===== src/rtl/alu_seq_ctrl.sv =====
// Sequencer driving the ALU mux op select and operands, and handing captured results to the
// 7-segment display over a valid/ready handshake. Supports single-op and scan-all-ops modes.
module alu_seq_ctrl #(
    parameter int unsigned WIDTH         = 8,
    parameter int unsigned RES_WIDTH     = 16,
    parameter int unsigned OP_BITS       = 3,
    parameter int unsigned NUM_OPS       = 8,
    parameter int unsigned SETTLE_CYCLES = 2,
    parameter int unsigned HOLD_CYCLES   = 100_000_000,
    parameter int unsigned HOLD_W        = 27
) (
    input  logic                 clk_i,
    input  logic                 reset_i,
    input  logic                 start_i,
    input  logic                 stop_i,
    input  logic                 scan_mode_i,
    input  logic [OP_BITS-1:0]   op_manual_i,
    input  logic [WIDTH-1:0]     operand_a_i,
    input  logic [WIDTH-1:0]     operand_b_i,
    output logic [WIDTH-1:0]     num_1_o,
    output logic [WIDTH-1:0]     num_2_o,
    output logic [OP_BITS-1:0]   op_select_o,
    input  logic [RES_WIDTH-1:0] alu_result_i,
    output logic [RES_WIDTH-1:0] disp_data_o,
    output logic                 disp_valid_o,
    input  logic                 disp_ready_i,
    output logic                 busy_o,
    output logic                 done_o
);

    typedef enum logic [1:0] {StIdle, StSettle, StSend, StHold} state_e;

    localparam logic [HOLD_W-1:0]  SettleInit = HOLD_W'(SETTLE_CYCLES - 1);
    localparam logic [HOLD_W-1:0]  HoldInit   = HOLD_W'(HOLD_CYCLES - 1);
    localparam logic [OP_BITS-1:0] LastOp     = OP_BITS'(NUM_OPS - 1);

    state_e                 state_q;
    logic [HOLD_W-1:0]      cnt_q;
    logic                   scan_q;
    logic                   stop_pend_q;
    logic [WIDTH-1:0]       num_1_q;
    logic [WIDTH-1:0]       num_2_q;
    logic [OP_BITS-1:0]     op_q;
    logic [RES_WIDTH-1:0]   disp_data_q;
    logic                   disp_valid_q;
    logic                   busy_q;
    logic                   done_q;

    always_ff @(posedge clk_i or posedge reset_i) begin
        if (reset_i) begin
            state_q      <= StIdle;
            cnt_q        <= '0;
            scan_q       <= 1'b0;
            stop_pend_q  <= 1'b0;
            num_1_q      <= '0;
            num_2_q      <= '0;
            op_q         <= '0;
            disp_data_q  <= '0;
            disp_valid_q <= 1'b0;
            busy_q       <= 1'b0;
            done_q       <= 1'b0;
        end else begin
            done_q <= 1'b0;
            unique case (state_q)
                StIdle: begin
                    stop_pend_q <= 1'b0;
                    if (start_i && !stop_i) begin
                        num_1_q <= operand_a_i;
                        num_2_q <= operand_b_i;
                        op_q    <= scan_mode_i ? '0 : op_manual_i;
                        scan_q  <= scan_mode_i;
                        cnt_q   <= SettleInit;
                        busy_q  <= 1'b1;
                        state_q <= StSettle;
                    end
                end
                StSettle: begin
                    if (stop_i) begin
                        busy_q  <= 1'b0;
                        done_q  <= 1'b1;
                        state_q <= StIdle;
                    end else if (cnt_q == '0) begin
                        disp_data_q  <= alu_result_i;
                        disp_valid_q <= 1'b1;
                        state_q      <= StSend;
                    end else begin
                        cnt_q <= cnt_q - 1'b1;
                    end
                end
                StSend: begin
                    // A stop here must not abort an offered result; it is honoured after transfer.
                    if (stop_i) stop_pend_q <= 1'b1;
                    if (disp_valid_q && disp_ready_i) begin
                        disp_valid_q <= 1'b0;
                        if (!scan_q || stop_pend_q || stop_i) begin
                            stop_pend_q <= 1'b0;
                            busy_q      <= 1'b0;
                            done_q      <= 1'b1;
                            state_q     <= StIdle;
                        end else begin
                            cnt_q   <= HoldInit;
                            state_q <= StHold;
                        end
                    end
                end
                StHold: begin
                    if (stop_i) begin
                        busy_q  <= 1'b0;
                        done_q  <= 1'b1;
                        state_q <= StIdle;
                    end else if (cnt_q == '0) begin
                        op_q    <= (op_q == LastOp) ? '0 : op_q + 1'b1;
                        // Re-sample so live counter changes show up on the next op.
                        num_1_q <= operand_a_i;
                        num_2_q <= operand_b_i;
                        cnt_q   <= SettleInit;
                        state_q <= StSettle;
                    end else begin
                        cnt_q <= cnt_q - 1'b1;
                    end
                end
                default: state_q <= StIdle;
            endcase
        end
    end

    assign num_1_o      = num_1_q;
    assign num_2_o      = num_2_q;
    assign op_select_o  = op_q;
    assign disp_data_o  = disp_data_q;
    assign disp_valid_o = disp_valid_q;
    assign busy_o       = busy_q;
    assign done_o       = done_q;

endmodule


===== config.mk =====
export PLATFORM = sky130hd
export DESIGN_NAME = alu_seq_ctrl
export DESIGN_NICKNAME = d
export VERILOG_FILES = /design/src/rtl/alu_seq_ctrl.sv
export SDC_FILE = /design/constraint.sdc
export NUM_CORES = 1
export LEC_CHECK = 0
export ABC_AREA = 1
export CAP_MARGIN = 20
export CORE_MARGIN = 5
export CORE_UTILIZATION = 55
export CTS_CLUSTER_DIAMETER = 150
export DETAILED_ROUTE_END_ITERATION = 10
export PLACE_DENSITY_LB_ADDON = 0.2
export SKIP_LAST_GASP = 1
export SYNTH_ARGS = -nofsm -noshare
export SYNTH_HDL_FRONTEND = slang
export SYNTH_SLANG_ARGS = --single-unit

===== constraint.sdc =====
create_clock -name clk_i -period 3.76 [get_ports clk_i]
set_clock_uncertainty 0.2 [all_clocks]
set_input_delay 0.752 -clock clk_i [delete_from_list [all_inputs] [get_ports clk_i]]
set_output_delay 0.752 -clock clk_i [all_outputs]
set_load 0.1 [all_outputs]

* Yosys cells after proc, flatten, opt, wreduce, memory -nomap -nowiden
Index checks and enable logic that the tools add are counted.
** Word-level totals
- Flip-flop bits (word level) :: 69
- Bits in latches :: 0
- RAM bits :: 0
- Memory bits (read-only) :: 0
- Bits of input ports :: 41
- Output and inout port bits :: 38
- Logic and storage cells :: 96
- Memories :: 0
** Operators by class
- Add/sub/neg operators :: 2
- $mul :: 0
- Div/mod/pow operators :: 0
- Magnitude comparators :: 0
- Equality and inequality tests :: 16
- Shift operators :: 0
- Mux-type cells :: 47
- Bitwise logic cells :: 1
- Reduce and logical (&&, ||, !) cells :: 19
** Operators with widths (number)
- two-way mux 27 bit :: 7
- one-hot mux 27 bit (4 select lines) :: 1
- two-way mux 8 bit :: 6
- one-hot mux 8 bit (2 select lines) :: 2
- logical NOT 27 bit :: 1
- subtractor 27 x 1 -> 27 bit (second input constant) :: 1
- inequality test 2 bit (second input constant) :: 9
- AND reduction 4 bit :: 4
- two-way mux 3 bit :: 5
- two-way mux 2 bit :: 7
- two-way mux 1 bit :: 13
- one-hot mux 2 bit (4 select lines) :: 1
- inequality test 3 bit (second input constant) :: 2
- one-hot mux 1 bit (2 select lines) :: 3
- one-hot mux 3 bit (2 select lines) :: 1
- AND reduction 6 bit :: 1
- nonzero test 2 bit :: 3
- equality test 2 bit (second input constant) :: 2
- adder 3 x 1 -> 3 bit (second input constant) :: 1
- equality test 3 bit (second input constant) :: 1
- one-hot mux 1 bit (3 select lines) :: 1
- AND reduction 3 bit :: 1
- equality test 2 x 1 -> 1 bit (second input constant) :: 1
- logical AND 1 bit :: 2
- 7 further kinds :: 9

* Longest topological paths before layout
- Depth after elaboration :: 6
- Mapped depth :: 11
- Gate-level depth less buffers :: 11

* Least setup slack after synthesis
Ideal clock, no wire load.
- Path type :: register to register
- Start point :: register disp_valid_q, in the netlist disp_valid_o
- End point :: register cnt_q[2]
- Setup time :: 128 ps
- Data arrival time :: 1911 ps
- Required time :: 3432 ps
- Setup slack :: 1522 ps
- Cell stages (with the launch flop) :: 9
- Path buffers :: 1
- Period minus slack after synthesis :: 2238 ps
- Cells stage by stage :: dfrtp_1 > nand2_1 > nand2_1 > nand2_2 > nor2_4 > nand2_2 > buf_4 > nand2_1 > nand3_2
** Between the ends
- Cells in the longest elaborated chain, start to end :: 3
** Ends and longest elaborated chain
- start: declaration :: RTL line 45 : logic disp_valid_q;
- start signal: assignment :: RTL line 59 : disp_valid_q <= 1'b0;
- start signal: assignment :: RTL line 84 : disp_valid_q <= 1'b1;
- start signal: assignment :: RTL line 94 : disp_valid_q <= 1'b0;
- logical AND 1 bit :: RTL line 93 : if (disp_valid_q && disp_ready_i) begin
- inequality test 2 bit (no source line)
- AND reduction 6 bit (no source line)
- end signal: assignment :: RTL line 87 : cnt_q <= cnt_q - 1'b1;
- end signal: assignment :: RTL line 101 : cnt_q <= HoldInit;
- end signal: assignment :: RTL line 116 : cnt_q <= SettleInit;
- end: declaration :: RTL line 38 : logic [HOLD_W-1:0] cnt_q;
Every way passes these cells.
A chain may end at the register's enable or synchronous reset.

* Worst setup path in the final report
- Start point :: register op_q[2], in the netlist op_select_o[2]
- End point :: output port op_select_o[2]
** RTL lines
- start: declaration :: RTL line 43 : logic [OP_BITS-1:0] op_q;
- start signal: assignment :: RTL line 70 : op_q <= scan_mode_i ? '0 : op_manual_i;
- start signal: assignment :: RTL line 112 : op_q <= (op_q == LastOp) ? '0 : op_q + 1'b1;
- end: declaration :: RTL line 22 : output logic [OP_BITS-1:0] op_select_o,
No word-level cell between the ends.

==> results by group <==
Run status
  • Outcome: completed

Timing
  • Total negative slack: 0 ns
  • Endpoints failing setup: 0
  • Tcrit/Tclk final: between 70 and 80%
  • Hold Fails Final Rpt: 0
  • RSZ-0062 raised after global routing: no
  • Period minus WS final: approximately 2.9 ns
  • Max-slew headroom: between 30% and 40%
  • Worst-margin pin slew: 1.02 ns
  • Final Max Slew Viols: 0
  • Highest Clock Rate: 349 MHz

Critical path
  • Startpoint class of the critical path: flop
  • Crit path required time: 2.81 ns
  • Crit-path slowest cell: clkdlybuf4s50_1
  • Largest stage delay, worst path: 1.17 ns
  • Largest delay share family, worst path: buffers and inverters
  • Crit path DAT: 1.91 ns
  • CP Cell Sequence: clkdlybuf4s50_1
  • Worst Path Buf+Inv: 1
  • Critical path type: reg2out
  • Critical Path Sink Type: primary output
  • Max FO, Critical Path: 3

Finish
  • Fill cells: 537
  • Nets@finish: 620
  • Layout area overhead: 26.6%
  • Layout cells sized above 1: 9.83%
  • Antenna Cells: 0
  • Most frequent cells in the layout: nand2_1, clkdlybuf4s50_1, dfrtp_1
  • Most common cell after layout, fill and taps aside: nand2_1

Detailed routing
  • First drt pass iteration count: 5
  • DRC Markers: 0
  • Final WL: about 9000 um
  • Vias: 3,427
  • Drt via density: ~5.2
  • Drt wl/cell: between 10 and 15 um
  • DRT iter0 DRCs: 175
  • DRT antenna net count: 0

Clock network
  • TritonCTS Buffers: 9
  • Clock Tree Root: clkbuf_8
  • CTS tree: built
  • Clock sinks: between 60 and 70
  • Clk buf depth: 2
  • Clk_lat worst skew: 0.34 ns
  • Register clock-pin slew on the reported worst setup and hold paths: 0.07 ns
  • Post-CTS sizing: 0
  • CTS H-tree lvls: 3
  • Postcts setup bufs: 0
  • CTS Hold Bufs: 0

Die
  • # IOs: 79
  • Initial Utilization: 55.9%
  • Die X: 92.9 um
  • Full die area: roughly 8600 um^2
  • Core Rows: 30
  • Die H: around 93 um
  • Core footprint: ~6800 um^2

Logic synthesis
  • Cells after Synth: 496
  • Post-synthesis mux area share: 0%
  • Yosys warning count: 0
  • Post-synthesis cell area: 3780 um^2
  • Largest family of logic cells by synthesized area: simple AND/OR/NAND/NOR gates
  • Syn_nets: approximately 540
  • Adder-Cell Fraction of Synth Area: 1.33%
  • Yosys reg bits: 69
  • Post-synthesis simple-gate area fraction: 37.6%
  • Synth cell types: 34
  • Area fraction in compound gates after synthesis: under 10%
  • Primary FF master, synth: dfrtp_1
  • Synth Area in XOR/XNOR: 1.16%
  • Sequential cell area fraction in the yosys report: between 40% and 50%
  • Post-synth ARST share: 100%
  • Post-synth EDFFs: 0
  • Synth Area per Inst: 7.61 um^2

Global routing
  • Gr ovfl total: 0
  • First-pass GRT wire length: 15,100 um
  • Largest net degree at the start of global routing: 70
  • Gr usage total: 21.6%
  • Number of global-route vias before repair: 3,409
  • Initial antenna violation count: 0

Placement
  • Final GP Congestion: between 0.9 and 1
  • Dpl hpwl: 6340 um
  • PortBufs: 78

Hold path
  • Hold crit path type: reg2reg

Run
  • # Max-Cap Violations: 0
logic make-up after synthesis:
logic type      after synthesis
buf+inv                      70
xor+xnor                      5
simple gates                309
fa+ha+maj                     4
compound gates               39
flops                        69
worst paths after layout:
| check | to | startpoint | slack [ns] | cells past startpoint |
|---|---|---|---|---|
| setup / recovery | op_select_o[2] | op_select_o[2] | 0.90 | 1 |
| hold / removal | num_1_o[1] | num_1_o[1] | 0.27 | 2 |
| setup reg to reg | op_select_o[1] | cnt_q[10] | 1.32 | 8 |
| hold reg to reg | num_1_o[1] | num_1_o[1] | 0.27 | 2 |
| max in group asynchronous | cnt_q[23] | reset_i | 2.01 | 3 |
| min in group asynchronous | cnt_q[3] | reset_i | 0.78 | 3 |
routing by layer:
layer / global-route usage [%] / up-vias / wire length, um
met5: 0 / - / 0
met2: 35.8 / 95 / 4380
li1: - / 1719 / -
met3: 5.85 / 16 / 565
met4: 7.57 / 0 / 144
met1: 27.1 / 1597 / 3700
stage by stage:
| stage | util, % | cells | area (um^2) | setup WS, ns | hold slack, ns |
|---|---|---|---|---|---|
| CTS | 70.8 | 660 | 4780 | 0.889 | 0.275 |
| global placement | 67.8 | 644 | 4580 | 0.913 | 0.253 |
| global route | 70.8 | 660 | 4780 | 0.862 | 0.283 |
| detailed placement | 67.8 | 644 | 4580 | 0.854 | 0.258 |
| floorplan | - | 496 | 3780 | 1.07 | 0.253 |
| finish | 70.8 | 660 | 4780 | 0.897 | 0.269 |
cells in the mapped netlist, types with 2 or more instances:
cell     instances  share of area [%]
o21ai_0         13                1.7
buf_6            2               0.60
o21ai_2          2               0.46
and2_1           3               0.50
nand3_1         56                7.4
nand2_1        154                 15
buf_2            5               0.66
nand2_2          7                1.2
nor2_1          57                5.7
ha_1             4                1.3
xor2_1           3               0.70
nand3_2         11                2.9
a21oi_1          3               0.40
buf_4            4               0.80
nor3_1           3               0.40
o21ai_1         16                2.1
nor2_4           5                1.5
nand4_1          4               0.66
xnor2_1          2               0.46
inv_1           55                5.5
dfrtp_1         69                 46
nor2_2           6               0.99
registers in the layout (all words and copies together) (netlist names):
register,cells
state_q,2
disp_valid_o,1
done_o,1
num_2_o,8
num_1_o,8
cnt_q,27
op_select_o,3
scan_q,1
busy_o,1
stop_pend_q,1
disp_data_o,16
worst reg2reg max path, stage by stage, from the launching register on:
cell and delay, ns:
dfrtp_1 0.44, nor2_1 0.21, nand2_1 0.15, nor2_4 0.15, nand2_2 0.11, o21ai_4 0.43
nand2_2 0.39, nand2_1 0.18, o21ai_2 0.06
area by class of cell:
class,instances,area (um^2),share of cell area [%]
Multi-Input combinational cell,357,1740,36.3
Clock buffer,11,141,2.96
Timing Repair Buffer,81,801,16.7
Clock inverter,5,58.8,1.23
Inverter,57,216,4.53
Sequential cell,69,1730,36.1
Tap cell,80,100,2.09
Power is left out: the tool's default activity adds up to more than one toggle a clock period on the data nets, which glitch-free logic cannot reach.
